### src/rtl/reg_memory_elastic.sv
// MEM->WB pipeline register with valid/ready handshake, optional skid entry,
// flush, and a saturating back-pressure cycle counter.
module reg_memory_elastic #(
   parameter int DATA_WIDTH = 32,
   parameter int ADDR_WIDTH = 5,
   parameter int SKID       = 1,
   parameter int CNT_WIDTH  = 16
) (
   input  logic                  clk,
   input  logic                  rst,
   input  logic                  flush,
   input  logic                  valid_in,
   output logic                  ready_out,
   input  logic [DATA_WIDTH-1:0] ALUResultM,
   input  logic [DATA_WIDTH-1:0] ReadDataM,
   input  logic [DATA_WIDTH-1:0] PCPlus4M,
   input  logic [ADDR_WIDTH-1:0] RdM,
   input  logic                  RegWriteM,
   input  logic [1:0]            ResultSrcM,
   output logic                  valid_out,
   input  logic                  ready_in,
   output logic [DATA_WIDTH-1:0] ALUResultW,
   output logic [DATA_WIDTH-1:0] ReadDataW,
   output logic [DATA_WIDTH-1:0] PCPlus4W,
   output logic [ADDR_WIDTH-1:0] RdW,
   output logic [1:0]            ResultSrcW,
   output logic                  RegWriteW,
   output logic [CNT_WIDTH-1:0]  stall_count
);

   typedef struct packed {
      logic [DATA_WIDTH-1:0] alu;
      logic [DATA_WIDTH-1:0] rdata;
      logic [DATA_WIDTH-1:0] pc4;
      logic [ADDR_WIDTH-1:0] rd;
      logic                  rw;
      logic [1:0]            rsrc;
   } entry_t;

   entry_t in_e;
   entry_t out_q;
   logic   out_v;
   logic   accept;
   logic   stalled;

   assign in_e = '{alu: ALUResultM, rdata: ReadDataM, pc4: PCPlus4M,
                   rd: RdM, rw: RegWriteM, rsrc: ResultSrcM};

   assign accept  = valid_in & ready_out;
   assign stalled = out_v & ~ready_in;

   generate
      if (SKID != 0) begin : g_skid
         entry_t skid_q;
         logic   skid_v;

         // ready_out is a flop output: no path from ready_in.
         assign ready_out = ~skid_v;

         always_ff @(posedge clk) begin
            if (rst) begin
               out_v  <= 1'b0;
               skid_v <= 1'b0;
               out_q  <= '0;
               skid_q <= '0;
            end else if (flush) begin
               out_v  <= 1'b0;
               skid_v <= 1'b0;
            end else if (!out_v || ready_in) begin
               if (skid_v) begin
                  out_q  <= skid_q;
                  out_v  <= 1'b1;
                  skid_v <= 1'b0;
               end else if (accept) begin
                  out_q <= in_e;
                  out_v <= 1'b1;
               end else begin
                  out_v <= 1'b0;
               end
            end else if (accept) begin
               skid_q <= in_e;
               skid_v <= 1'b1;
            end
         end
      end else begin : g_single
         assign ready_out = ready_in | ~out_v;

         always_ff @(posedge clk) begin
            if (rst) begin
               out_v <= 1'b0;
               out_q <= '0;
            end else if (flush) begin
               out_v <= 1'b0;
            end else if (accept) begin
               out_q <= in_e;
               out_v <= 1'b1;
            end else if (ready_in) begin
               out_v <= 1'b0;
            end
         end
      end
   endgenerate

   always_ff @(posedge clk) begin
      if (rst) begin
         stall_count <= '0;
      end else if (stalled && (stall_count != '1)) begin
         stall_count <= stall_count + 1'b1;
      end
   end

   assign valid_out  = out_v;
   assign ALUResultW = out_q.alu;
   assign ReadDataW  = out_q.rdata;
   assign PCPlus4W   = out_q.pc4;
   assign RdW        = out_q.rd;
   assign ResultSrcW = out_q.rsrc;
   assign RegWriteW  = out_v & out_q.rw & (out_q.rd != '0);

endmodule

### config.mk
export PLATFORM = sky130hd
export DESIGN_NAME = reg_memory_elastic
export DESIGN_NICKNAME = d
export VERILOG_FILES = /design/src/rtl/reg_memory_elastic.sv
export SDC_FILE = /design/constraint.sdc
export NUM_CORES = 1
export LEC_CHECK = 0
export BUFFER_PORTS_ARGS = -buffer_cell sky130_fd_sc_hd__buf_2
export CORE_ASPECT_RATIO = 1.75
export CORE_MARGIN = 4
export CORE_UTILIZATION = 56
export CTS_BUF_LIST = sky130_fd_sc_hd__clkbuf_8
export CTS_CLUSTER_DIAMETER = 200
export DETAILED_ROUTE_END_ITERATION = 12
export GPL_ROUTABILITY_DRIVEN = 1
export GPL_TIMING_DRIVEN = 0
export PLACE_DENSITY = 0.87
export SYNTH_ARGS = -nofsm -noshare
export SYNTH_HDL_FRONTEND = slang
export SYNTH_SLANG_ARGS = --single-unit
export TNS_END_PERCENT = 30
### constraint.sdc
create_clock -name clk -period 1.81 [get_ports clk]
set_input_delay 0.0905 -clock clk [delete_from_list [all_inputs] [get_ports clk]]
set_output_delay 0.0905 -clock clk [all_outputs]
set_load 0.02 [all_outputs]
==> impl_metrics.yaml, run 1 <==
run_status:
  status: "finished clean"
route:
  vias: 9588
  first_iter_violations: 481
  wirelength_mm: 31.1
  first_pass_iters: 5
  ant_nets: 0
  wl_per_cell_um: 17.8
  vias_per_cell: 5.49
  drc: 0
floorplanning:
  die_h_um: 182
  fp.dieW_um: 108
  dieArea_um2: 19600
  io_pins: 231
  core_area_um2: 17000
  start_util_pct: 57.1
  rows: 63
placed_design:
  routabilityCongestion: 0.852
  port_buffers: 230
  dp_hpwl_mm: 19.2
  dp_slack_ps: -449
clock_tree:
  worstSkewPairLatency_ps: 570
  clkSlewWorstSetupHoldPaths_ps: 70
  numCtsBuffers: 31
  clk_path_buf_depth: 3
  cts_num_sinks: 226
  htree_num_levels: 1
  cts_tree: "done"
  cts_root_buffer: "clkbuf_8"
synth:
  avgSynthCellArea_um2: 8.60
  yosysSeqAreaShare_pct: 46.6
  ys_ff_latch: 226
  mappedNetlistNets: 1240
  yosysUniqueCellTypes: 32
  synth_area_um2: 9720
  synth_top_area_share_pct: 46.6
  synth_cells: 1130
  yosys_warnings: 0
  yosysTopAreaCell: "dfxtp_1"
  yosys-top-cells-area: "dfxtp_1, mux2i_1, nand2_1, a211oi_1, buf_4"
setup_path:
  crit_arrival_ps: 1710
  crit_chain: "or3_1 > o311a_1 > buf_2"
  path_class: "reg2out"
  worst_setup_path_end_kind: "output port"
  slowest_stage: "or3_1"
  critPathMaxStageDelay_ps: 370
  critPathLaunchType: "register"
  cp.required_ps: 1720
  cp_max_fo: 3
cells_and_area:
  nets: 1616
  multiInputGateArea_um2: 4130
  regArea_um2: 4530
  area.growth.synth_to_final_pct: 34.2
  drive_above_1_share_pct: 29.5
  nFillCells: 1122
pwr:
  p_per_area_nw_per_um2: 797
  max-vdd-ir-drop_mv: 0.681
  leakage_nw: 5.30
  p_total_mw: 10.4
min_path:
  hp-class: "in2reg"
timing:
  relSlewSlack_pct: 46.5
  rsz0062_at_grt: "true"
  setup_viol: 0
  slew_violations: 0
  hold_viol: 0
  tightestPinTransition_ps: 803
  fin_ws_ps: 7.38
  clock.fmax_ghz: 0.555
  finalCriticalPeriod_ps: 1800
  hold_slack_ps: 42.1
  fin_skew_ps: 17.2
  fin_crit_sh_pct: 99.6
grt:
  grt_overflow: 0
  grt_usage_pct: 29.9
  grt_antenna_before_repair: 3
  grt_pass1_vias: 9736
  grt_max_degree: 20
  grt_pass1_wl_mm: 47.5
flow_run:
  cap_violations: 0
-- cells by family after synthesis --
| logic type | count (synthesis) | share of synthesized area [%] |
|---|---|---|
| buffers and inverters | 192 | 11.8 |
| flip-flops | 226 | 46.6 |
| AND/OR/NAND/NOR | 368 | 15.4 |
| adder cells (fa/ha/maj) | 1 | 0.129 |
| multiplexers | 105 | 10.8 |
| AO/OA/AOI/OAI | 238 | 15.3 |
-- worst max-delay path: cells and delay by family, from the launching register on --
family	cells	cell delay, ps
simple gates	1	370
flops	1	340
compound gates	1	290
buf+inv	1	160
-- where the power goes --
| part | total [mW] | internal, mW | switching (mW) |
|---|---|---|---|
| Combinational | 1.61 | 0.754 | 0.853 |
| Sequential | 5.27 | 5.16 | 0.112 |
| Clock | 3.51 | 1.68 | 1.83 |
-- cell type report --
type | count | share of cell area (%)
diodes | 2 | 0.0384
plain buffers | 186 | 9.66
clock buffers | 34 | 3.59
clock inverters | 12 | 0.384
inverters | 4 | 0.115
multi-input cells | 712 | 31.7
flip-flops and latches | 226 | 34.8
well taps | 227 | 2.18
repair buffers | 345 | 17.5
-- cells in the mapped netlist, drive strengths merged --
master	number
o211ai	1
a21oi	117
nand3	7
nor2b	2
and4	1
or3	4
a211oi	105
o31ai	7
inv	4
nor3	5
or2	3
nand4	4
nand2b	3
a311oi	1
o21ai	5
and4b	1
nand2	214
o311a	1
a31oi	1
buf	136
clkbuf	52
nor2	110
ha	1
nor4	2
mux2i	105
or4	8
dfxtp	226
and3	4
-- routing by layer --
layer	part of all wire, %	wire length (um)	track usage, %
met2	54	16700	56.5
met1	34	10400	29.4
met4	6.7	2080	18.9
met5	0.026	8	0
met3	5.9	1850	4.42
-- stage by stage --
| step | util, % | setup TNS (ps) | std cells | area (um^2) |
|---|---|---|---|---|
| final | 76.6 | 0 | 1748 | 13000 |
| after global routing | 76.6 | -138 | 1748 | 13000 |
| after CTS | 75.4 | -18.8 | 1741 | 12800 |
| after detailed placement | 65.5 | -40160 | 1587 | 11200 |
| after global placement | 65.5 | -39420 | 1587 | 11200 |
| after floorplan | - | 0 | 1130 | 9720 |
-- flip-flops by register name (all words and copies together), names as in the netlist --
signal	cells
ReadDataW	32
ResultSrcW	2
out_q	1
valid_out	1
RdW	5
ALUResultW	32
g_skid.skid_q	104
PCPlus4W	32
stall_count	16
g_skid.skid_v	1
-- layout by cell type, fill, tap and decap left out, drive strengths merged --
cell type | netlist | layout
a211oi | 105 | 105
a21oi | 117 | 117
a311oi | 1 | 1
a31oi | 1 | 1
and3 | 4 | 4
and4 | 1 | 1
and4b | 1 | 1
buf | 136 | 368
clkbuf | 52 | 88
clkinv | 0 | 4
dfxtp | 226 | 226
diode | 0 | 2
dlygate4sd3 | 0 | 109
ha | 1 | 1
inv | 4 | 12
mux2i | 105 | 105
nand2 | 214 | 214
nand2b | 3 | 3
nand3 | 7 | 7
nand4 | 4 | 4
nor2 | 110 | 110
nor2b | 2 | 2
nor3 | 5 | 5
nor4 | 2 | 2
o211ai | 1 | 1
o21ai | 5 | 5
o311a | 1 | 1
o31ai | 7 | 7
or2 | 3 | 3
or3 | 4 | 4
or4 | 8 | 8
-- what timing repair did --
item / in CTS / in global routing
setup buffers: 1 / 4
pin swaps: 0 / 5
resized for setup: 35 / 66
hold buffers: 109 / 0
endpoints found under the setup margin: 192 / 205
hold endpoints to repair: 211 / 0
gates cloned: 0 / 1
-- path summary, 6_finish.rpt --
kind	cells past startpoint	startpoint	to	slack [ps]
setup / recovery	3	RdW[4]	RegWriteW	7
hold / removal	4	ready_in	stall_count[1]	40
setup reg to reg	4	stall_count[2]	stall_count[6]	7
hold reg to reg	2	g_skid.skid_q[0]	g_skid.skid_q[0]	450
No activity file was read; power rests on OpenSTA's default activity.
==> run 2: changes to the inputs <==
--- a/config.mk
+++ b/config.mk
@@ -8,13 +8,13 @@
 export BUFFER_PORTS_ARGS = -buffer_cell sky130_fd_sc_hd__buf_2
 export CORE_ASPECT_RATIO = 1.75
 export CORE_MARGIN = 4
-export CORE_UTILIZATION = 56
-export CTS_BUF_LIST = sky130_fd_sc_hd__clkbuf_8
+export CORE_UTILIZATION = 54
+export CTS_BUF_LIST = sky130_fd_sc_hd__clkbuf_16
 export CTS_CLUSTER_DIAMETER = 200
 export DETAILED_ROUTE_END_ITERATION = 12
 export GPL_ROUTABILITY_DRIVEN = 1
 export GPL_TIMING_DRIVEN = 0
-export PLACE_DENSITY = 0.87
+export PLACE_DENSITY = 0.89
 export SYNTH_ARGS = -nofsm -noshare
 export SYNTH_HDL_FRONTEND = slang
 export SYNTH_SLANG_ARGS = --single-unit
==> impl_metrics.yaml, run 2 (synthesis results as in run 1) <==
timing:
  fin_ws_ps: 48.4
  slew_violations: 0
  rsz0062_at_grt: "true"
  hold_viol: 0
  relSlewSlack_pct: 43.6
  finalCriticalPeriod_ps: 1760
  fin_skew_ps: 9.98
  tns_ps: 0
  clock.fmax_ghz: 0.568
  tightestPinTransition_ps: 846
  setup_viol: 0
  fin_crit_sh_pct: 97.3
  hold_slack_ps: 80.3
placed_design:
  dp_slack_ps: -493
  dp_hpwl_mm: 19.9
  port_buffers: 230
  dpl.cell_count: 1591
  placed_area_um2: 11200
  routabilityCongestion: 0.845
route:
  wirelength_mm: 32.2
  first_pass_iters: 7
  vias_per_cell: 5.60
  first_iter_violations: 655
  vias: 9744
  drc: 0
  wl_per_cell_um: 18.5
  ant_nets: 0
pwr:
  max-vdd-ir-drop_mv: 0.881
  p_total_mw: 11.3
  leakage_nw: 5.33
  p_per_area_nw_per_um2: 853
clock_tree:
  clkSlewWorstSetupHoldPaths_ps: 70
  htree_num_levels: 1
  clk_path_buf_depth: 3
  cts_root_buffer: "clkbuf_16"
  numCtsBuffers: 21
  worstSkewPairLatency_ps: 490
  cts_tree: "done"
  cts_num_sinks: 226
setup_path:
  worst_setup_path_end_kind: "register"
  critPathLaunchType: "register"
  critPathMaxStageDelay_ps: 520
  crit_chain: "nand4_1 > or2_1 > or4_1 > a21oi_1"
  cp.required_ps: 2230
  path_class: "reg2reg"
  slowest_stage: "or4_1"
  crit_arrival_ps: 2180
  cp_max_fo: 6
grt:
  grt_usage_pct: 30.5
  grt_pass1_vias: 9931
  grt_antenna_before_repair: 2
  grt_overflow: 0
  grt_pass1_wl_mm: 48.9
  grt_max_degree: 20
floorplanning:
  dieArea_um2: 20300
  io_pins: 231
  fp.dieW_um: 109
  rows: 64
  start_util_pct: 55.1
  core_area_um2: 17600
  die_h_um: 185
min_path:
  hp-class: "in2reg"
run_status:
  status: "finished clean"
cells_and_area:
  nFillCells: 1139
  final_cells: 1740
  drive_above_1_share_pct: 29.5
  mostFrequentLayoutCell: "buf_2"
  area.growth.synth_to_final_pct: 36.0
  final_util_pct: 75.0
  design_area_um2: 13200
  final_cell_mix: "buf_2, dfxtp_1, nand2_1"
  largest_reg_flops: 104
  top_register: "g_skid.skid_q"
  nets: 1606
flow_run:
  cap_violations: 0
run 2: final timing paths:
| kind | slack (ps) | startpoint | endpoint | cells past startpoint |
|---|---|---|---|---|
| worst min register to register | 450 | g_skid.skid_q[15] | g_skid.skid_q[15] | 2 |
| worst max-delay path | 50 | stall_count[10] | stall_count[13] | 4 |
| worst max register to register | 50 | stall_count[10] | stall_count[13] | 4 |
| worst min-delay path | 80 | valid_in | valid_out | 3 |
run 2: cell type report:
type | count | area [um^2] | area share (%)
multi-input cells | 712 | 4170 | 31.6
plain buffers | 185 | 1240 | 9.42
clock buffers | 21 | 526 | 3.98
flip-flops and latches | 226 | 4540 | 34.3
inverters | 4 | 15.0 | 0.114
repair buffers | 346 | 2290 | 17.4
clock inverters | 12 | 131 | 0.995
well taps | 231 | 289 | 2.19
diodes | 3 | 7.51 | 0.0568
run 2: layer usage:
layer / track usage (%) / routed length, um / up-vias
met5: 0 / 0 / -
met4: 20.9 / 2190 / 0
met3: 5.76 / 2070 / 170
met2: 56.6 / 17200 / 510
met1: 29.6 / 10800 / 4563
li1: - / - / 4501
run 2: where the power goes:
group	switching (mW)	internal [mW]	leakage, nW
combinational	0.862	0.755	3.16
sequential	0.117	5.15	1.85
clock	1.86	2.53	0.331
total	2.84	8.44	5.33
run 2: worst max-delay path, delay by kind of cell (launching register included):
family,cells,cell delay [ps]
flops,1,440
simple gates,3,1090
compound gates,1,160
run 2: what timing repair did:
action | 4_1_cts | 5_1_grt
gates cloned | 1 | 0
pin swaps | 1 | 8
setup endpoints to repair | 220 | 206
endpoints found under the hold margin | 202 | 0
buffers inserted | 1 | 6
hold buffers | 108 | 0
gates resized for setup | 49 | 58
